===== src/rtl/rf_wb_arbiter_pkg.sv =====
// rtl/rf_wb_arbiter_pkg.sv - shared widths, arbiter state encoding and decode helper
package rf_wb_arbiter_pkg;

  localparam int REG_ADDR_W = 5;
  localparam int DATA_W     = 32;
  localparam int NUM_REGS   = 1 << REG_ADDR_W;

  typedef enum logic [1:0] {
    ST_IDLE  = 2'd0,
    ST_WAIT  = 2'd1,
    ST_FORCE = 2'd2
  } arb_state_e;

  function automatic logic [NUM_REGS-1:0] addr_onehot(input logic [REG_ADDR_W-1:0] a);
    return NUM_REGS'(1) << a;
  endfunction

endpackage


===== src/rtl/rf_scoreboard.sv =====
// rtl/rf_scoreboard.sv - pending long-latency write vector with three lookup ports
module rf_scoreboard
  import rf_wb_arbiter_pkg::*;
(
  input  logic                  clk,
  input  logic                  reset,
  input  logic                  set_valid,
  input  logic [REG_ADDR_W-1:0] set_addr,
  input  logic                  clr_valid,
  input  logic [REG_ADDR_W-1:0] clr_addr,
  input  logic [REG_ADDR_W-1:0] rs_addr,
  input  logic [REG_ADDR_W-1:0] rt_addr,
  input  logic [REG_ADDR_W-1:0] dst_addr,
  output logic                  hazard
);

  logic [NUM_REGS-1:0] pending_q;
  logic [NUM_REGS-1:0] pending_d;

  // Set is applied after clear so a same-cycle reissue keeps the register pending.
  always_comb begin
    pending_d = pending_q;
    if (clr_valid) pending_d = pending_d & ~addr_onehot(clr_addr);
    if (set_valid) pending_d = pending_d | addr_onehot(set_addr);
    pending_d[0] = 1'b0;
  end

  always_ff @(posedge clk or negedge reset) begin
    if (!reset) pending_q <= '0;
    else        pending_q <= pending_d;
  end

  assign hazard = pending_q[rs_addr] | pending_q[rt_addr] | pending_q[dst_addr];

endmodule


===== src/rtl/rf_wb_arbiter.sv =====
// rtl/rf_wb_arbiter.sv - register file write port arbiter with starvation guard and hazard scoreboard
module rf_wb_arbiter
  import rf_wb_arbiter_pkg::*;
#(
  parameter int STARVE_LIMIT = 4,
  parameter int CNT_W        = 4
) (
  input  logic                  clk,
  input  logic                  reset,
  input  logic                  pipe_we,
  input  logic [REG_ADDR_W-1:0] pipe_addr,
  input  logic [DATA_W-1:0]     pipe_data,
  input  logic                  lu_valid,
  input  logic [REG_ADDR_W-1:0] lu_addr,
  input  logic [DATA_W-1:0]     lu_data,
  output logic                  lu_ready,
  input  logic                  iss_valid,
  input  logic [REG_ADDR_W-1:0] iss_addr,
  input  logic [REG_ADDR_W-1:0] rs_addr,
  input  logic [REG_ADDR_W-1:0] rt_addr,
  input  logic [REG_ADDR_W-1:0] dst_addr,
  output logic                  hazard,
  output logic                  wb_hold,
  output logic                  rf_we,
  output logic [REG_ADDR_W-1:0] rf_addr,
  output logic [DATA_W-1:0]     rf_data,
  output logic                  proto_err
);

  localparam logic [CNT_W-1:0] LIMIT = CNT_W'(STARVE_LIMIT);

  arb_state_e       state_q;
  logic [CNT_W-1:0] cnt_q;
  logic [CNT_W-1:0] cnt_inc;
  logic             wb_hold_q;
  logic             proto_err_q;
  logic             force_slot;
  logic             lu_accept;
  logic             lu_blocked;

  assign force_slot = (state_q == ST_FORCE);
  assign cnt_inc    = cnt_q + CNT_W'(1);

  always_comb begin
    lu_ready = 1'b0;
    rf_we    = 1'b0;
    rf_addr  = pipe_addr;
    rf_data  = pipe_data;
    if (pipe_we && !force_slot) begin
      rf_we = 1'b1;
    end else begin
      lu_ready = lu_valid | force_slot;
      rf_we    = lu_valid;
      rf_addr  = lu_addr;
      rf_data  = lu_data;
    end
  end

  assign lu_accept  = lu_valid & lu_ready;
  assign lu_blocked = lu_valid & pipe_we & !force_slot;

  // cnt_q is zero in IDLE, so IDLE and WAIT share the blocked-cycle count path.
  always_ff @(posedge clk or negedge reset) begin
    if (!reset) begin
      state_q     <= ST_IDLE;
      cnt_q       <= '0;
      wb_hold_q   <= 1'b0;
      proto_err_q <= 1'b0;
    end else begin
      if (pipe_we && wb_hold_q) proto_err_q <= 1'b1;
      case (state_q)
        ST_IDLE, ST_WAIT: begin
          if (lu_blocked) begin
            cnt_q <= cnt_inc;
            if (cnt_inc >= LIMIT) begin
              state_q   <= ST_FORCE;
              wb_hold_q <= 1'b1;
            end else begin
              state_q <= ST_WAIT;
            end
          end else begin
            state_q <= ST_IDLE;
            cnt_q   <= '0;
          end
        end
        ST_FORCE: begin
          state_q   <= ST_IDLE;
          cnt_q     <= '0;
          wb_hold_q <= 1'b0;
        end
        default: begin
          state_q   <= ST_IDLE;
          cnt_q     <= '0;
          wb_hold_q <= 1'b0;
        end
      endcase
    end
  end

  assign wb_hold   = wb_hold_q;
  assign proto_err = proto_err_q;

  rf_scoreboard u_scoreboard (
    .clk       (clk),
    .reset     (reset),
    .set_valid (iss_valid && (iss_addr != '0)),
    .set_addr  (iss_addr),
    .clr_valid (lu_accept),
    .clr_addr  (lu_addr),
    .rs_addr   (rs_addr),
    .rt_addr   (rt_addr),
    .dst_addr  (dst_addr),
    .hazard    (hazard)
  );

endmodule

===== config.mk =====
export PLATFORM = sky130hd
export DESIGN_NAME = rf_wb_arbiter
export DESIGN_NICKNAME = d
export VERILOG_FILES = /design/src/rtl/rf_wb_arbiter_pkg.sv /design/src/rtl/rf_scoreboard.sv /design/src/rtl/rf_wb_arbiter.sv
export SDC_FILE = /design/constraint.sdc
export NUM_CORES = 1
export LEC_CHECK = 0
export ABC_CLOCK_PERIOD_IN_PS = 2900
export BUFFER_PORTS_ARGS = -buffer_cell sky130_fd_sc_hd__buf_4
export CORE_MARGIN = 4
export CORE_UTILIZATION = 51
export DETAILED_ROUTE_END_ITERATION = 10
export PLACE_DENSITY = 0.83
export SLEW_MARGIN = 15
export SYNTH_ARGS = -nofsm -noshare
export SYNTH_HDL_FRONTEND = slang
export SYNTH_SLANG_ARGS = --single-unit

===== constraint.sdc =====
create_clock -name clk -period 2.9 [get_ports clk]
set_input_delay 0.145 -clock clk [delete_from_list [all_inputs] [get_ports clk]]
set_output_delay 0.145 -clock clk [all_outputs]
set_load 0.005 [all_outputs]

# After elaboration in Yosys (flattened, before gate mapping)
# Index checks and enable logic that the tools add are counted.
[word_totals]
wordCells = 53
reg_bits = 39
inputBits = 99
out_inout_bits = 42
[op_classes]
mux = 20
shifts = 2
magnitude_cmp = 4
bitwise = 9
eq_ne = 4
n_reduce_logical = 8
addsub = 1
[op_table]
columns = ["cell", "n"]
rows = [
  ["$mux 32", 3],
  ["$shl 1x5->32 const A", 2],
  ["$and 32x32->32", 1],
  ["$not 32->32", 1],
  ["$or 32x32->32", 1],
  ["$lt 5x6->1 const B", 3],
  ["$bmux 1 s5", 3],
  ["$mux 1", 8],
  ["$mux 4", 2],
  ["$mux 2", 3],
  ["$mux 5", 1],
  ["$reduce_bool 5->1", 1],
  ["$add 4x1->4 const B", 1],
  ["$ge 4x3->1 const B", 1],
  ["$ne 2x2->1 const B", 2],
  ["$and 1x1->1", 3],
  ["$logic_and 1x1->1", 3],
  ["$or 1x1->1", 3],
  ["$eq 2x1->1 const B", 1],
  ["$eq 2x2->1 const B", 1],
  ["$logic_not 2->1", 1],
  ["$reduce_and 2->1", 1],
  ["$reduce_or 2->1", 1],
  ["$logic_not 1->1", 1],
]

# Longest topological paths before layout
# Gate-level depths: netlist of the first run.
[logic_depth]
ltp_word = 8
mapped_depth = 6
ltp_nobuf = 5

# Hierarchy
# A second synthesis of the first run with hierarchy kept.
[unflattened]
hier_cells = 270
area_unflattened_um2 = 3036.7
[by_module_without_submodules]
columns = ["module", "seq_area_each_um2", "cells_per_inst", "area_each_um2", "n_inst"]
rows = [
  ["rf_scoreboard", 775.7, 193, 2119.5, 1],
  ["rf_wb_arbiter", 200.2, 77, 917.1, 1],
]

# Least setup slack after synthesis of the first run
# Ideal clock, no wire load.
[synth_timing]
path_kind = "register to output"
from = "register u_scoreboard.pending_q[18]"
to = "output port hazard"
stages_incl_launch_ff = 6
arrival_time_ns = 1.339
path_buffers = 0
path_slack_ns = 1.416
required_ns = 2.755
cell_sequence = "dfrtp_1 mux4_1 nor2_1 nor4b_1 a311oi_2 nand4_1"
[synth_between]
elab_chain_len = 4
word_cells_on_any_way = 8
cone_classes = "mux: 6; bitwise: 2"
[synth_rtl]
columns = ["element", "line_no", "source"]
rows = [
  ["start, declared", "rf_scoreboard.sv:17", "logic [NUM_REGS-1:0] pending_q;"],
  ["start signal, assigned", "rf_scoreboard.sv:30", "else pending_q <= pending_d;"],
  ["$bmux 1 s5", "rf_scoreboard.sv:33", "assign hazard = pending_q[rs_addr] | pending_q[rt_addr] | pending_q[dst_addr];"],
  ["$mux 1 (implied by the code)", "rf_scoreboard.sv:33", ""],
  ["$or 1x1->1", "rf_scoreboard.sv:33", ""],
  ["$or 1x1->1 *", "rf_scoreboard.sv:33", ""],
  ["end, declared", "rf_wb_arbiter.sv:22", "output logic hazard,"],
]
# Mark *: on every way between the ends. The rest lies on a longest branch, timed or not. The select of a mux whose other input is x is not followed.

# Final worst setup path of the first run
[layout_timing]
from = "register u_scoreboard.pending_q[24]"
to = "output port hazard"
# The elaborated chain is that of the path after synthesis.

==> results of run 1 <==
-- worst min path at each step --
stage / from / end
final: iss_addr[4] / u_scoreboard.pending_q[8]
after global placement: reset / cnt_q[2]
after global routing: iss_addr[4] / u_scoreboard.pending_q[8]
after floorplan: reset / cnt_q[0]
after CTS: iss_addr[4] / u_scoreboard.pending_q[8]
after detailed placement: reset / proto_err
-- routing by layer --
| metal | wire length [um] | vias to the layer above | global-route usage | part of all wire |
|---|---|---|---|---|
| li1 | - | 1594 | - | - |
| met1 | 3920 | 1598 | 0.362 | 0.37 |
| met2 | 5300 | 201 | 0.495 | 0.50 |
| met3 | 955 | 47 | 0.0709 | 0.091 |
| met4 | 361 | 0 | 0.118 | 0.034 |
| met5 | 0 | - | 0 | 0 |
-- final cells by class --
class,instances,area (um^2)
clock buffer,5,68.8
multi-input combinational,312,1910
fill,422,1420
timing repair buffer,143,1080
clock inverter,3,43.8
inverter,7,26.3
tap,72,90.1
sequential,39,976
-- report_power, final --
group | internal [mW] | total [mW] | switching [mW]
Clock | 0.256 | 0.451 | 0.195
Combinational | 0.367 | 0.650 | 0.283
Sequential | 0.656 | 0.791 | 0.135
Total | 1.28 | 1.89 | 0.613
-- layout by cell type (no fill, tap or decap), drive strengths merged, types with 2 or more instances in the layout --
cell | netlist | routed
a221oi | 3 | 3
nand3 | 14 | 14
a311oi | 2 | 2
nand3b | 7 | 7
nand4 | 2 | 2
mux2 | 10 | 10
a21oi | 2 | 2
nor4b | 2 | 2
mux4 | 13 | 13
or2 | 3 | 3
o22ai | 2 | 2
a2111oi | 4 | 4
o21ai | 61 | 61
nand2 | 126 | 126
dfrtp | 39 | 39
buf | 11 | 142
mux2i | 8 | 8
o2111ai | 3 | 3
clkinv | 0 | 2
nor2b | 8 | 8
nand2b | 7 | 7
a21o | 2 | 2
inv | 7 | 7
clkbuf | 5 | 5
nor3 | 3 | 3
nor2 | 13 | 13
xor2 | 2 | 2
-- flip-flops by register name, indices dropped and copies added (netlist names) --
name / flops
cnt_q: 4
proto_err: 1
state_q: 2
u_scoreboard.pending_q: 31
wb_hold: 1
-- worst max-delay path, cell delays in order (launching register included) --
cell                       delay [ns]
sky130_fd_sc_hd__dfrtp_1         0.45
sky130_fd_sc_hd__mux4_1          0.54
sky130_fd_sc_hd__nor2_1          0.11
sky130_fd_sc_hd__nor4b_1         0.07
sky130_fd_sc_hd__a311oi_2        0.24
sky130_fd_sc_hd__nand4_1         0.10
sky130_fd_sc_hd__buf_4           0.15
-- timing repair --
action | CTS | global route
buffers inserted | 0 | 0
endpoints found under the setup margin | 0 | 0
hold endpoints to repair | 39 | 0
hold buffers | 1 | 0
-- cell families (layout without fill, tap and decap cells) --
family          Yosys count  after routing  synth area share
simple gates            192            192             0.285
compound gates           85             85             0.169
flops                    39             39             0.324
buf+inv                  23            158            0.0424
xor+xnor                  3              3           0.00873
fa+ha+maj                 1              1           0.00415
mux                      31             31             0.167
-- through the flow --
| step | total power, mW | std cells | hold slack (ns) | worst slack (ns) |
|---|---|---|---|---|
| 5_1_grt | 2.01 | 581 | 0.105 | 0.653 |
| 2_1_floorplan | 1.10 | 374 | -0.151 | 1.42 |
| 3_3_place_gp | 1.40 | 572 | 0.135 | 0.899 |
| 4_1_cts | 1.88 | 581 | 0.0937 | 0.543 |
| 6_report | 1.89 | 581 | 0.106 | 0.809 |
| 3_5_place_dp | 1.44 | 572 | 0.140 | 0.783 |
==> report_table.html, run 1 <==
<table>
<tr><th>Metric</th><th>Value</th></tr>
<tr><th colspan="2">Status</th></tr>
<tr><td>Result of the run</td><td>finished clean</td></tr>
<tr><th colspan="2">Routing</th></tr>
<tr><td>TritonRoute pass-1 iters</td><td>5</td></tr>
<tr><td>DRC violation total after the first TritonRoute iteration</td><td>280</td></tr>
<tr><td>Routed wire length</td><td>10500 um</td></tr>
<tr><td>Total number of vias</td><td>3440</td></tr>
<tr><td>Number of nets with antenna violations after routing</td><td>0</td></tr>
<tr><td>Detail-routed net length per standard cell</td><td>18.1 um</td></tr>
<tr><td>Residual DRC count</td><td>0</td></tr>
<tr><td>Vias/cell</td><td>5.92</td></tr>
<tr><th colspan="2">Min path</th></tr>
<tr><td>Hold Path Class</td><td>in2reg</td></tr>
<tr><td>Hold Path Cell Cnt</td><td>2</td></tr>
<tr><th colspan="2">Finish</th></tr>
<tr><td>Number of diodes</td><td>0</td></tr>
<tr><td>Fraction of final layout cells with drive strength greater than 1</td><td>0.330</td></tr>
<tr><td>Nets</td><td>between 600 and 700</td></tr>
<tr><td>Layout area overhead</td><td>39.1%</td></tr>
<tr><td>Finished Core Util</td><td>0.747</td></tr>
<tr><td>Post-route cell area</td><td>roughly 0.0042 mm^2</td></tr>
<tr><th colspan="2">Floorplan</th></tr>
<tr><td>Core box area</td><td>0.00561 mm^2</td></tr>
<tr><td>Row count</td><td>27</td></tr>
<tr><td>Overall die width</td><td>84.8 um</td></tr>
<tr><td>Die Outline Area</td><td>approximately 0.0072 mm^2</td></tr>
<tr><td>Num ports</td><td>141</td></tr>
<tr><td>Initial standard-cell utilization of the core</td><td>0.537</td></tr>
<tr><td>Vertical extent of the die</td><td>84.8 um</td></tr>
<tr><th colspan="2">Placement</th></tr>
<tr><td>Gpl congestion</td><td>0.996</td></tr>
<tr><td>Dpl cell area</td><td>approximately 0.004 mm^2</td></tr>
<tr><td>DP HPWL</td><td>8320 um</td></tr>
<tr><td>Buffers added on ports</td><td>140</td></tr>
<tr><th colspan="2">Critical path</th></tr>
<tr><td>Startpoint of the worst setup timing path</td><td>u_scoreboard.pending_q[24]</td></tr>
<tr><td>Worst-case reg-to-reg path depth</td><td>5</td></tr>
<tr><td>Launch instance of the worst register-to-register path</td><td>state_q[0]</td></tr>
<tr><td>Critical Path End Type</td><td>output port</td></tr>
<tr><td>Setup slack on the worst flop-to-flop path</td><td>1.00 ns</td></tr>
<tr><td>Endpoint of the worst setup timing path</td><td>hazard</td></tr>
<tr><td>Setup crit start kind</td><td>flip-flop</td></tr>
<tr><td>Endpoint arrival time on the critical path</td><td>1.95 ns</td></tr>
<tr><td>Critical path peak fanout</td><td>4</td></tr>
<tr><td>Worst R2R End</td><td>u_scoreboard.pending_q[7]</td></tr>
<tr><td>Critical setup path kind</td><td>reg2out</td></tr>
<tr><td>Required time of the critical path</td><td>2.76 ns</td></tr>
<tr><th colspan="2">Clock tree</th></tr>
<tr><td>CTS tree</td><td>done</td></tr>
<tr><td>Root buf cell</td><td>sky130_fd_sc_hd__clkbuf_8</td></tr>
<tr><td>Number of buffers created by CTS</td><td>5</td></tr>
<tr><td>CTS resizes</td><td>0</td></tr>
<tr><td>Reg clk slew, reported paths</td><td>0.07 ns</td></tr>
<tr><td>Clk sinks</td><td>39</td></tr>
<tr><td>Buffer depth of the longest clock path</td><td>2</td></tr>
<tr><td>Clk_lat worst skew</td><td>0.29 ns</td></tr>
<tr><td>Max H-tree Level</td><td>2</td></tr>
<tr><th colspan="2">Global routing</th></tr>
<tr><td>First-pass GRT wire length</td><td>roughly 17000 um</td></tr>
<tr><td>Initial antenna violation count</td><td>0</td></tr>
<tr><td>Remaining Overflow, GRT</td><td>0</td></tr>
<tr><td>Maximum number of pins on one net before global-route repair</td><td>45</td></tr>
<tr><td>Via count of the first global-routing pass</td><td>~3600</td></tr>
<tr><td>Combined global-route utilization of all metal layers</td><td>0.294</td></tr>
<tr><th colspan="2">Yosys</th></tr>
<tr><td>Most area-consuming cells after synthesis</td><td>sky130_fd_sc_hd__dfrtp_1 32%, sky130_fd_sc_hd__nand2_1 16%, sky130_fd_sc_hd__o21ai_0 9.0%</td></tr>
<tr><td>Seq cells post-synth</td><td>39</td></tr>
<tr><td>Synthesized Nets</td><td>474</td></tr>
<tr><td>Library cell occupying the most area in the post-synthesis netlist</td><td>sky130_fd_sc_hd__dfrtp_1</td></tr>
<tr><td>Synthesis Warnings</td><td>0</td></tr>
<tr><td>Netlist area before placement</td><td>0.00301 mm^2</td></tr>
<tr><td>Mean area per synthesized cell</td><td>8.05 um^2</td></tr>
<tr><td>Area fraction of the dominant cell type after synthesis</td><td>0.324</td></tr>
<tr><td>Proportion of synthesized chip area in sequential cells</td><td>0.324</td></tr>
<tr><td>Top FF cell, synth</td><td>sky130_fd_sc_hd__dfrtp_1</td></tr>
<tr><td>Ranking of synthesized cells by instance count</td><td>126 x sky130_fd_sc_hd__nand2_1, 54 x sky130_fd_sc_hd__o21ai_0, 39 x sky130_fd_sc_hd__dfrtp_1</td></tr>
<tr><td>Count of mapped cells out of synthesis</td><td>374</td></tr>
<tr><td>Most common cell in the netlist</td><td>sky130_fd_sc_hd__nand2_1</td></tr>
<tr><td>EDFF count, synth</td><td>0</td></tr>
<tr><td>Share of synthesized flip-flops with an asynchronous set or reset</td><td>1.00</td></tr>
<tr><td>Count of unique library cells instantiated by Yosys</td><td>51</td></tr>
<tr><th colspan="2">Power and ir drop</th></tr>
<tr><td>Worst voltage drop across the vdd grid</td><td>0.423 mV</td></tr>
<tr><td>Power density cells</td><td>452 mW/mm^2</td></tr>
<tr><td>Static Leakage</td><td>2.04 nW</td></tr>
<tr><th colspan="2">Timing</th></tr>
<tr><td>Final critical delay including setup and external delays</td><td>2.09 ns</td></tr>
<tr><td>Number of failing setup endpoints in the final timing report</td><td>0</td></tr>
<tr><td>Transition time at the pin with the least slew margin</td><td>0.640 ns</td></tr>
<tr><td>Relative max-transition margin</td><td>0.573</td></tr>
<tr><td>RSZ-0062 raised after global routing</td><td>false</td></tr>
<tr><td>Final Hold Violating Endpoints</td><td>0</td></tr>
<tr><td>Sum of negative setup slack</td><td>0 ns</td></tr>
<tr><td>Slew Viols, Final</td><td>0</td></tr>
<tr><td>Post-route clock skew</td><td>0.00462 ns</td></tr>
<tr><td>Timing-limited maximum frequency</td><td>478 MHz</td></tr>
<tr><td>Final clock period utilization by the worst path</td><td>0.721</td></tr>
<tr><th colspan="2">Flow run</th></tr>
<tr><td>Max-cap violations</td><td>0</td></tr>
</table>
Note: power is estimated with default switching activity, not from simulation.
==> run 2, diff against run 1 <==
--- a/config.mk
+++ b/config.mk
@@ -5,12 +5,13 @@
 export SDC_FILE = /design/constraint.sdc
 export NUM_CORES = 1
 export LEC_CHECK = 0
-export ABC_CLOCK_PERIOD_IN_PS = 2900
+export ABC_AREA = 1
+export ABC_CLOCK_PERIOD_IN_PS = 2150
 export BUFFER_PORTS_ARGS = -buffer_cell sky130_fd_sc_hd__buf_4
 export CORE_MARGIN = 4
-export CORE_UTILIZATION = 51
+export CORE_UTILIZATION = 49
 export DETAILED_ROUTE_END_ITERATION = 10
-export PLACE_DENSITY = 0.83
+export PLACE_DENSITY = 0.78
 export SLEW_MARGIN = 15
 export SYNTH_ARGS = -nofsm -noshare
 export SYNTH_HDL_FRONTEND = slang
==> constraint.sdc (replaced) <==
create_clock -name clk -period 2.15 [get_ports clk]
set_input_delay 0.1075 -clock clk [delete_from_list [all_inputs] [get_ports clk]]
set_output_delay 0.1075 -clock clk [all_outputs]
set_load 0.005 [all_outputs]
==> run 2 against run 1 <==
  * Via count grew 20%
  * Critical path depth is the same
  * Global-route usage shrank 1.7 points
  * Clock skew shrank 0.0021 ns
  * Setup slack lost 0.44 ns
  * First-iteration DRC count grew 25%
  * Combinational power grew 40%
  * Highest routed layer unchanged
==> report_table.html, run 2 <==
<table>
<tr><th>Metric</th><th>Value</th></tr>
<tr><th colspan="2">Timing</th></tr>
<tr><td>Post-route clock skew</td><td>0.00248 ns (-0.00214 ns)</td></tr>
<tr><td>Slew Viols, Final</td><td>0 (unchanged)</td></tr>
<tr><td>Sum of negative setup slack</td><td>0 ns (unchanged)</td></tr>
<tr><td>RSZ-0062 raised after global routing</td><td>false</td></tr>
<tr><td>Hold Slack</td><td>0.0604 ns (-0.0455 ns)</td></tr>
<tr><td>Final critical delay including setup and external delays</td><td>1.78 ns</td></tr>
<tr><td>Relative max-transition margin</td><td>0.580 (+0.00741)</td></tr>
<tr><td>Final Hold Violating Endpoints</td><td>0 (unchanged)</td></tr>
<tr><td>Final clock period utilization by the worst path</td><td>0.827</td></tr>
<tr><td>Transition time at the pin with the least slew margin</td><td>0.628 ns (-0.0120 ns)</td></tr>
<tr><td>Timing-limited maximum frequency</td><td>562 MHz</td></tr>
<tr><td>Number of failing setup endpoints in the final timing report</td><td>0 (unchanged)</td></tr>
<tr><th colspan="2">Critical path</th></tr>
<tr><td>Required time of the critical path</td><td>2.04 ns (-0.72 ns)</td></tr>
<tr><td>Critical path peak fanout</td><td>40 (+36)</td></tr>
<tr><td>Critical setup path kind</td><td>reg2out</td></tr>
<tr><td>CP max stage cell</td><td>sky130_fd_sc_hd__inv_2</td></tr>
<tr><td>Endpoint arrival time on the critical path</td><td>1.67 ns (-0.28 ns)</td></tr>
<tr><td>Setup crit start kind</td><td>flip-flop</td></tr>
<tr><td>Critical Path End Type</td><td>output port</td></tr>
<tr><td>Kind of cell adding the most delay to the critical path</td><td>buffers and inverters</td></tr>
<tr><td>Cell occurring most often along the worst timing path</td><td>sky130_fd_sc_hd__nand2_1</td></tr>
<tr><td>Cell-by-cell listing of the critical path</td><td>nand2_2 &gt; nand2_4 &gt; inv_2 &gt; nand2_1 &gt; nand2_1 &gt; buf_4</td></tr>
<tr><td>Count of buffering cells on the critical path with inverters included</td><td>2 (+1)</td></tr>
<tr><td>Delay of the slowest cell on the worst path</td><td>0.46 ns (-0.08 ns)</td></tr>
<tr><th colspan="2">Global routing</th></tr>
<tr><td>Combined global-route utilization of all metal layers</td><td>0.276 (-0.0173)</td></tr>
<tr><td>First-pass GRT wire length</td><td>18500 um (+7.4%)</td></tr>
<tr><td>Maximum number of pins on one net before global-route repair</td><td>41 (-8.9%)</td></tr>
<tr><td>Initial antenna violation count</td><td>0 (unchanged)</td></tr>
<tr><td>Via count of the first global-routing pass</td><td>3834 (+5.9%)</td></tr>
<tr><td>Remaining Overflow, GRT</td><td>0 (unchanged)</td></tr>
<tr><th colspan="2">Routing</th></tr>
<tr><td>TritonRoute pass-1 iters</td><td>5 (unchanged)</td></tr>
<tr><td>Total number of vias</td><td>4122 (+20%)</td></tr>
<tr><td>Residual DRC count</td><td>0 (unchanged)</td></tr>
<tr><td>Vias/cell</td><td>5.45 (-8.0%)</td></tr>
<tr><td>DRC violation total after the first TritonRoute iteration</td><td>349 (+25%)</td></tr>
<tr><td>Detail-routed net length per standard cell</td><td>15.4 um (-15%)</td></tr>
<tr><td>Number of nets with antenna violations after routing</td><td>0 (unchanged)</td></tr>
<tr><td>Routed wire length</td><td>11600 um (+10%)</td></tr>
<tr><th colspan="2">Finish</th></tr>
<tr><td>Fraction of final layout cells with drive strength greater than 1</td><td>0.243 (-0.0874)</td></tr>
<tr><td>Total area of sequential cells</td><td>976 um^2 (unchanged)</td></tr>
<tr><td>Number of diodes</td><td>0 (unchanged)</td></tr>
<tr><td>Top Registers</td><td>u_scoreboard.pending_q (31), cnt_q (4), state_q (2)</td></tr>
<tr><td>Fill cell count</td><td>609 (+44%)</td></tr>
<tr><td>Register with the highest flop count</td><td>u_scoreboard.pending_q</td></tr>
<tr><td>Number of flip-flops in the largest register</td><td>31 (unchanged)</td></tr>
<tr><td>Cell Count, Final, Fillers Out</td><td>757 (+30%)</td></tr>
<tr><td>Finished Core Util</td><td>0.683 (-0.0645)</td></tr>
<tr><td>Total area of multi-input combinational cells</td><td>0.00196 mm^2 (+2.7%)</td></tr>
<tr><td>Layout area overhead</td><td>33.1%</td></tr>
<tr><td>Nets</td><td>779 (+28%)</td></tr>
<tr><td>Highest-count cells in the layout ignoring fill and taps</td><td>236 x sky130_fd_sc_hd__nand2_1, 141 x sky130_fd_sc_hd__buf_4, 80 x sky130_fd_sc_hd__nand3_1</td></tr>
<tr><td>Leading cell type in the layout, fill and taps excluded</td><td>sky130_fd_sc_hd__nand2_1</td></tr>
<tr><th colspan="2">Power and ir drop</th></tr>
<tr><td>Power density cells</td><td>570 mW/mm^2 (+26%)</td></tr>
<tr><td>Share of power burned in registers</td><td>0.421 (+0.003)</td></tr>
<tr><td>Fraction of power consumed by combinational cells</td><td>0.361 (+0.017)</td></tr>
<tr><td>Switching part of the total power</td><td>0.368 (+0.0435)</td></tr>
<tr><td>Total chip power</td><td>2.51 mW (+33%)</td></tr>
<tr><td>Share of total power in the clock network</td><td>0.218 (-0.020)</td></tr>
<tr><td>Worst voltage drop across the vdd grid</td><td>0.414 mV (-2.1%)</td></tr>
<tr><td>Total net switching power</td><td>0.924 mW (+51%)</td></tr>
<tr><td>Int Pwr</td><td>1.59 mW (+24%)</td></tr>
<tr><td>Static Leakage</td><td>2.39 nW (+17%)</td></tr>
<tr><th colspan="2">Flow run</th></tr>
<tr><td>Max-cap violations</td><td>0 (unchanged)</td></tr>
<tr><th colspan="2">Yosys</th></tr>
<tr><td>Area fraction of the dominant cell type after synthesis</td><td>0.295 (-0.0294)</td></tr>
<tr><td>Proportion of synthesized chip area in sequential cells</td><td>0.295 (-0.0294)</td></tr>
<tr><td>Top FF cell, synth</td><td>sky130_fd_sc_hd__dfrtp_1</td></tr>
<tr><td>Library cell occupying the most area in the post-synthesis netlist</td><td>sky130_fd_sc_hd__dfrtp_1</td></tr>
<tr><td>Synthesized Nets</td><td>656 (+38%)</td></tr>
<tr><td>Netlist area before placement</td><td>0.00331 mm^2 (+10%)</td></tr>
<tr><td>Count of unique library cells instantiated by Yosys</td><td>31 (-39%)</td></tr>
<tr><td>Mean area per synthesized cell</td><td>5.96 um^2 (-26%)</td></tr>
<tr><td>Share of synthesized flip-flops with an asynchronous set or reset</td><td>1.00 (unchanged)</td></tr>
<tr><td>Most area-consuming cells after synthesis</td><td>sky130_fd_sc_hd__dfrtp_1 29%, sky130_fd_sc_hd__nand2_1 27%, sky130_fd_sc_hd__nand3_1 12%</td></tr>
<tr><td>Most common cell in the netlist</td><td>sky130_fd_sc_hd__nand2_1</td></tr>
<tr><td>EDFF count, synth</td><td>0 (unchanged)</td></tr>
<tr><td>Count of mapped cells out of synthesis</td><td>556 (+49%)</td></tr>
<tr><td>Seq cells post-synth</td><td>39 (unchanged)</td></tr>
<tr><td>Synthesis Warnings</td><td>0 (unchanged)</td></tr>
<tr><td>Ranking of synthesized cells by instance count</td><td>236 x sky130_fd_sc_hd__nand2_1, 80 x sky130_fd_sc_hd__nand3_1, 49 x sky130_fd_sc_hd__inv_1</td></tr>
<tr><th colspan="2">Placement</th></tr>
<tr><td>DP HPWL</td><td>9130 um (+9.7%)</td></tr>
<tr><td>Gpl congestion</td><td>0.964 (-3.2%)</td></tr>
<tr><td>Buffers added on ports</td><td>140 (unchanged)</td></tr>
<tr><td>Placed instance count</td><td>748 (+31%)</td></tr>
<tr><th colspan="2">Clock tree</th></tr>
<tr><td>CTS tree</td><td>done</td></tr>
<tr><td>Post-CTS setup-driven buffer insertion count</td><td>0 (unchanged)</td></tr>
<tr><td>Buffer depth of the longest clock path</td><td>2 (unchanged)</td></tr>
<tr><td>Root buf cell</td><td>sky130_fd_sc_hd__clkbuf_8</td></tr>
<tr><td>Max H-tree Level</td><td>2 (unchanged)</td></tr>
<tr><td>Number of buffers created by CTS</td><td>5 (unchanged)</td></tr>
<tr><td>Clk_lat worst skew</td><td>0.29 ns (about the same)</td></tr>
<tr><td>Reg clk slew, reported paths</td><td>0.07 ns (about the same)</td></tr>
<tr><td>Clk sinks</td><td>39 (unchanged)</td></tr>
<tr><th colspan="2">Floorplan</th></tr>
<tr><td>Row count</td><td>29 (+7.4%)</td></tr>
<tr><td>Num ports</td><td>141 (unchanged)</td></tr>
<tr><td>Core box area</td><td>0.00646 mm^2 (+15%)</td></tr>
<tr><td>Initial standard-cell utilization of the core</td><td>0.513 (-0.0243)</td></tr>
<tr><td>Overall die width</td><td>90.2 um (+6.3%)</td></tr>
<tr><td>Die Outline Area</td><td>0.00814 mm^2 (+13%)</td></tr>
<tr><td>Vertical extent of the die</td><td>90.2 um (+6.3%)</td></tr>
<tr><th colspan="2">Min path</th></tr>
<tr><td>Hold Path Class</td><td>in2reg</td></tr>
<tr><th colspan="2">Status</th></tr>
<tr><td>Result of the run</td><td>finished clean</td></tr>
</table>
-- run 2: cell types whose count changed after synthesis, sizes merged, moves of 12 or more --
cell	before	now
mux4	13	0
nand2	126	239
inv	7	53
nand3	14	83
nor2	13	25
-- run 2: final cells by class --
cell class	count	area share
clock buffer	7	0.0219
clock inverter	1	0.00170
timing repair buffer	142	0.242
tap	77	0.0219
multi-input combinational	438	0.445
inverter	53	0.0463
sequential	39	0.221
-- run 2: per-stage QoR --
stage,cell area [um^2],worst slack (ns)
2_1_floorplan,3310,0.966
3_3_place_gp,4300,0.707
3_5_place_dp,4300,0.641
4_1_cts,4410,0.351
5_1_grt,4410,0.200
6_report,4410,0.371
-- run 2: timing repair --
| item | 4_1_cts | 5_1_grt |
|---|---|---|
| resized for setup | 0 | 0 |
| hold endpoints to repair | 39 | 0 |
| hold buffers | 1 | 0 |
-- run 2: final timing paths --
kind                                 start                          to  slack (ns)  cells after the start
worst max-delay path            state_q[1]                  rf_data[5]        0.37                      6
worst min-delay path               pipe_we                   proto_err        0.06                      2
worst max register to register  state_q[0]  u_scoreboard.pending_q[18]        0.63                      8
worst min register to register    cnt_q[0]                    cnt_q[0]        0.46                      1
max in group asynchronous            reset   u_scoreboard.pending_q[2]        1.50                      2
min in group asynchronous            reset                    cnt_q[1]        0.32                      2
-- run 2: worst reg2reg max path, stage by stage, from the launching register on --
cell and delay, ns:
sky130_fd_sc_hd__dfrtp_1 0.36, sky130_fd_sc_hd__inv_1 0.06, sky130_fd_sc_hd__nand2_2 0.07, sky130_fd_sc_hd__nand2_4 0.07, sky130_fd_sc_hd__inv_2 0.24, sky130_fd_sc_hd__nor2_4 0.21
sky130_fd_sc_hd__nand3_1 0.11, sky130_fd_sc_hd__o21ai_0 0.16, sky130_fd_sc_hd__o21ai_0 0.10
-- run 2: power groups by stage --
stage               Combinational (mW)  Clock (mW)  Sequential [mW]
floorplan                        0.545           0            0.992
global placement                 0.876           0             1.06
detailed placement               0.897           0             1.06
CTS                              0.902       0.557             1.05
global route                      1.03       0.597             1.07
finish                           0.907       0.549             1.06
-- run 2: kinds of logic (layout without fill, tap and decap cells) --
family                   Yosys count  count (layout)  share of synthesized area
AO/OA/AOI/OAI                     71              71                      0.110
AND/OR/NAND/NOR                  364             364                      0.473
XOR/XNOR                           2               2                    0.00529
adder cells (fa/ha/maj)            1               1                    0.00378
flip-flops                        39              39                      0.295
buffers and inverters             79             203                      0.113
-- run 2: per-layer routing --
| metal | vias up | global-route usage | routed length, um |
|---|---|---|---|
| li1 | 2031 | - | - |
| met1 | 1859 | 0.351 | 4700 |
| met2 | 209 | 0.467 | 5670 |
| met3 | 23 | 0.0526 | 968 |
| met4 | 0 | 0.0995 | 301 |
| met5 | - | 0 | 0 |
==> run 3, diff against run 2 <==
--- a/config.mk
+++ b/config.mk
@@ -6,7 +6,7 @@
 export NUM_CORES = 1
 export LEC_CHECK = 0
 export ABC_AREA = 1
-export ABC_CLOCK_PERIOD_IN_PS = 2150
+export ABC_CLOCK_PERIOD_IN_PS = 1800
 export BUFFER_PORTS_ARGS = -buffer_cell sky130_fd_sc_hd__buf_4
 export CORE_MARGIN = 4
 export CORE_UTILIZATION = 49
==> constraint.sdc (replaced) <==
create_clock -name clk -period 1.8 [get_ports clk]
set_input_delay 0.09 -clock clk [delete_from_list [all_inputs] [get_ports clk]]
set_output_delay 0.09 -clock clk [all_outputs]
set_load 0.005 [all_outputs]
==> run 3 against run 2 <==
  * Critical path depth rose by 1
  * Die area unchanged
  * Non-clock buffer count up 2
  * Cell count increased by 0.26%
  * Sequential share of layout area barely moved
  * Register-to-register slack worse by 0.31 ns
  * Design area shrank 0.17%
  * Global-route usage rose by 1.2 points
  * Total power is 16% higher
  * Critical path type unchanged
  * Clock-buffer cell count stayed put
  * Largest power group unchanged
==> report_table.html, run 3 (synthesized netlist as in run 2, its figures left out) <==
<table>
<tr><th>Metric</th><th>Value</th></tr>
<tr><th colspan="2">Global routing</th></tr>
<tr><td>First-pass GRT wire length</td><td>19500 um (+5.3%)</td></tr>
<tr><td>Initial antenna violation count</td><td>0 (unchanged)</td></tr>
<tr><td>Remaining Overflow, GRT</td><td>0 (unchanged)</td></tr>
<tr><td>Via count of the first global-routing pass</td><td>4100 (+6.9%)</td></tr>
<tr><td>Combined global-route utilization of all metal layers</td><td>0.288 (+0.0121)</td></tr>
<tr><td>Maximum number of pins on one net before global-route repair</td><td>40 (-2.4%)</td></tr>
<tr><th colspan="2">Critical path</th></tr>
<tr><td>Required time of the critical path</td><td>1.71 ns (-0.33 ns)</td></tr>
<tr><td>Count of buffering cells on the critical path with inverters included</td><td>3 (+1)</td></tr>
<tr><td>Worst-case reg-to-reg path depth</td><td>8 (unchanged)</td></tr>
<tr><td>Kind of cell adding the most delay to the critical path</td><td>buffers and inverters</td></tr>
<tr><td>Crit. path cell count</td><td>7 (+1)</td></tr>
<tr><td>Critical Path End Type</td><td>output port</td></tr>
<tr><td>Critical setup path kind</td><td>reg2out</td></tr>
<tr><td>Setup slack on the worst flop-to-flop path</td><td>0.32 ns (-0.31 ns)</td></tr>
<tr><td>Endpoint arrival time on the critical path</td><td>1.53 ns (-0.14 ns)</td></tr>
<tr><td>Critical path peak fanout</td><td>27 (-33%)</td></tr>
<tr><td>CP max stage cell</td><td>sky130_fd_sc_hd__dfrtp_1</td></tr>
<tr><td>Cell-by-cell listing of the critical path</td><td>inv_1 &gt; nand2_2 &gt; nand2_4 &gt; buf_4 &gt; nor2_1 &gt; nor2_1 &gt; buf_4</td></tr>
<tr><td>Setup crit start kind</td><td>flip-flop</td></tr>
<tr><td>Delay of the slowest cell on the worst path</td><td>0.37 ns (-0.09 ns)</td></tr>
<tr><th colspan="2">Floorplan</th></tr>
<tr><td>Overall die width</td><td>90.2 um (unchanged)</td></tr>
<tr><td>Core box area</td><td>0.00646 mm^2 (unchanged)</td></tr>
<tr><td>Row count</td><td>29 (unchanged)</td></tr>
<tr><td>Die Outline Area</td><td>0.00814 mm^2 (unchanged)</td></tr>
<tr><td>Vertical extent of the die</td><td>90.2 um (unchanged)</td></tr>
<tr><td>Initial standard-cell utilization of the core</td><td>0.513 (unchanged)</td></tr>
<tr><td>Num ports</td><td>141 (unchanged)</td></tr>
<tr><th colspan="2">Finish</th></tr>
<tr><td>Top Registers</td><td>u_scoreboard.pending_q (31), cnt_q (4), state_q (2)</td></tr>
<tr><td>Number of flip-flops in the largest register</td><td>31 (unchanged)</td></tr>
<tr><td>Highest-count cells in the layout ignoring fill and taps</td><td>236 x sky130_fd_sc_hd__nand2_1, 143 x sky130_fd_sc_hd__buf_4, 80 x sky130_fd_sc_hd__nand3_1</td></tr>
<tr><td>Cell Count, Final, Fillers Out</td><td>759 (+0.26%)</td></tr>
<tr><td>Fill cell count</td><td>588 (-3.4%)</td></tr>
<tr><td>Post-route cell area</td><td>0.00440 mm^2 (-0.17%)</td></tr>
<tr><td>Number of diodes</td><td>0 (unchanged)</td></tr>
<tr><td>Layout area overhead</td><td>32.9%</td></tr>
<tr><td>Finished Core Util</td><td>0.682 (-0.00116)</td></tr>
<tr><td>Nets</td><td>781 (+0.26%)</td></tr>
<tr><td>Register with the highest flop count</td><td>u_scoreboard.pending_q</td></tr>
<tr><td>Fraction of final layout cells with drive strength greater than 1</td><td>0.242 (-0.000712)</td></tr>
<tr><td>Leading cell type in the layout, fill and taps excluded</td><td>sky130_fd_sc_hd__nand2_1</td></tr>
<tr><th colspan="2">Min path</th></tr>
<tr><td>Hold Path Cell Cnt</td><td>2 (unchanged)</td></tr>
<tr><td>Hold Path Class</td><td>in2reg</td></tr>
<tr><th colspan="2">Timing</th></tr>
<tr><td>Sum of negative setup slack</td><td>0 ns (unchanged)</td></tr>
<tr><td>Final Hold Violating Endpoints</td><td>0 (unchanged)</td></tr>
<tr><td>Transition time at the pin with the least slew margin</td><td>0.473 ns (-0.155 ns)</td></tr>
<tr><td>Final clock period utilization by the worst path</td><td>0.901</td></tr>
<tr><td>Post-route clock skew</td><td>0.00139 ns (-0.00109 ns)</td></tr>
<tr><td>Slew Viols, Final</td><td>0 (unchanged)</td></tr>
<tr><td>Number of failing setup endpoints in the final timing report</td><td>0 (unchanged)</td></tr>
<tr><td>Final critical delay including setup and external delays</td><td>~1.6 ns</td></tr>
<tr><td>Timing-limited maximum frequency</td><td>617 MHz</td></tr>
<tr><td>RSZ-0062 raised after global routing</td><td>false</td></tr>
<tr><td>Relative max-transition margin</td><td>0.684 (+0.104)</td></tr>
<tr><th colspan="2">Routing</th></tr>
<tr><td>Detail-routed net length per standard cell</td><td>15.3 um (-0.51%)</td></tr>
<tr><td>DRC violation total after the first TritonRoute iteration</td><td>275 (-21%)</td></tr>
<tr><td>Residual DRC count</td><td>0 (unchanged)</td></tr>
<tr><td>Total number of vias</td><td>4105 (-0.41%)</td></tr>
<tr><td>TritonRoute pass-1 iters</td><td>5 (unchanged)</td></tr>
<tr><td>Routed wire length</td><td>11600 um (-0.25%)</td></tr>
<tr><td>Vias/cell</td><td>5.41 (-0.67%)</td></tr>
<tr><td>Number of nets with antenna violations after routing</td><td>0 (unchanged)</td></tr>
<tr><th colspan="2">Flow run</th></tr>
<tr><td>Max-cap violations</td><td>0 (unchanged)</td></tr>
<tr><th colspan="2">Clock tree</th></tr>
<tr><td>CTS tree</td><td>done</td></tr>
<tr><td>Reg clk slew, reported paths</td><td>0.07 ns (about the same)</td></tr>
<tr><td>Clk sinks</td><td>39 (unchanged)</td></tr>
<tr><td>Clk_lat worst skew</td><td>0.29 ns (about the same)</td></tr>
<tr><td>Post-CTS setup-driven buffer insertion count</td><td>0 (unchanged)</td></tr>
<tr><td>Buffer depth of the longest clock path</td><td>2 (unchanged)</td></tr>
<tr><td>Max H-tree Level</td><td>2 (unchanged)</td></tr>
<tr><td>Root buf cell</td><td>sky130_fd_sc_hd__clkbuf_8</td></tr>
<tr><td>Number of buffers created by CTS</td><td>5 (unchanged)</td></tr>
<tr><th colspan="2">Power and ir drop</th></tr>
<tr><td>Power density cells</td><td>665 mW/mm^2 (+17%)</td></tr>
<tr><td>Total chip power</td><td>2.93 mW (+16%)</td></tr>
<tr><td>Worst voltage drop across the vdd grid</td><td>0.719 mV (+74%)</td></tr>
<tr><td>Static Leakage</td><td>2.39 nW (about the same)</td></tr>
<tr><th colspan="2">Placement</th></tr>
<tr><td>Gpl congestion</td><td>0.951 (-1.3%)</td></tr>
<tr><td>DP HPWL</td><td>9290 um (+1.8%)</td></tr>
<tr><td>Placed instance count</td><td>750 (+0.27%)</td></tr>
<tr><td>Buffers added on ports</td><td>140 (unchanged)</td></tr>
<tr><td>Dpl cell area</td><td>0.00431 mm^2 (+0.35%)</td></tr>
<tr><th colspan="2">Status</th></tr>
<tr><td>Result of the run</td><td>finished clean</td></tr>
</table>
## run 3: changes by cell type in the layout (fill, tap and decap cells not counted), sizes merged
cell      previous run  this run
buf                141       143
clkinv               0         1
clkinvlp             1         0
## run 3: stage by stage
stage	setup slack, ns	hold WS (ns)
5_1_grt	0.0472	0.0624
6_report	0.178	0.0539
3_3_place_gp	0.433	0.0735
4_1_cts	0.174	0.0532
2_1_floorplan	0.616	-0.206
3_5_place_dp	0.374	0.0807
## run 3: what timing repair did
item | in CTS | in global routing
hold buffers | 1 | 0
endpoints found under the hold margin | 39 | 0
resized for setup | 0 | 0
## run 3: worst paths after layout
path                            startpoint                         end
max in group asynchronous            reset   u_scoreboard.pending_q[5]
worst max register to register  state_q[0]  u_scoreboard.pending_q[24]
worst max-delay path            state_q[0]                  rf_addr[2]
min in group asynchronous            reset                    cnt_q[1]
worst min register to register   proto_err                   proto_err
worst min-delay path               pipe_we                   proto_err
## run 3: layout make-up
type | instances | area, um^2 | share of cell area
repair buffers | 144 | 1080 | 0.246
flip-flops and latches | 39 | 976 | 0.222
clock inverters | 1 | 5.00 | 0.00114
inverters | 53 | 204 | 0.0463
clock buffers | 7 | 76.3 | 0.0173
multi-input cells | 438 | 1960 | 0.445
well taps | 77 | 96.3 | 0.0219
## run 3: report_power, final
part | total (mW) | internal [mW] | switching, mW
Clock | 0.563 | 0.272 | 0.291
Sequential | 1.27 | 1.05 | 0.218
Combinational | 1.10 | 0.502 | 0.593
## run 3: routing by layer
layer,up-vias,track usage,share of wire
li1,2043,-,-
met1,1816,0.359,0.40
met2,210,0.486,0.48
met3,36,0.0618,0.086
met4,0,0.116,0.032
met5,-,0,0
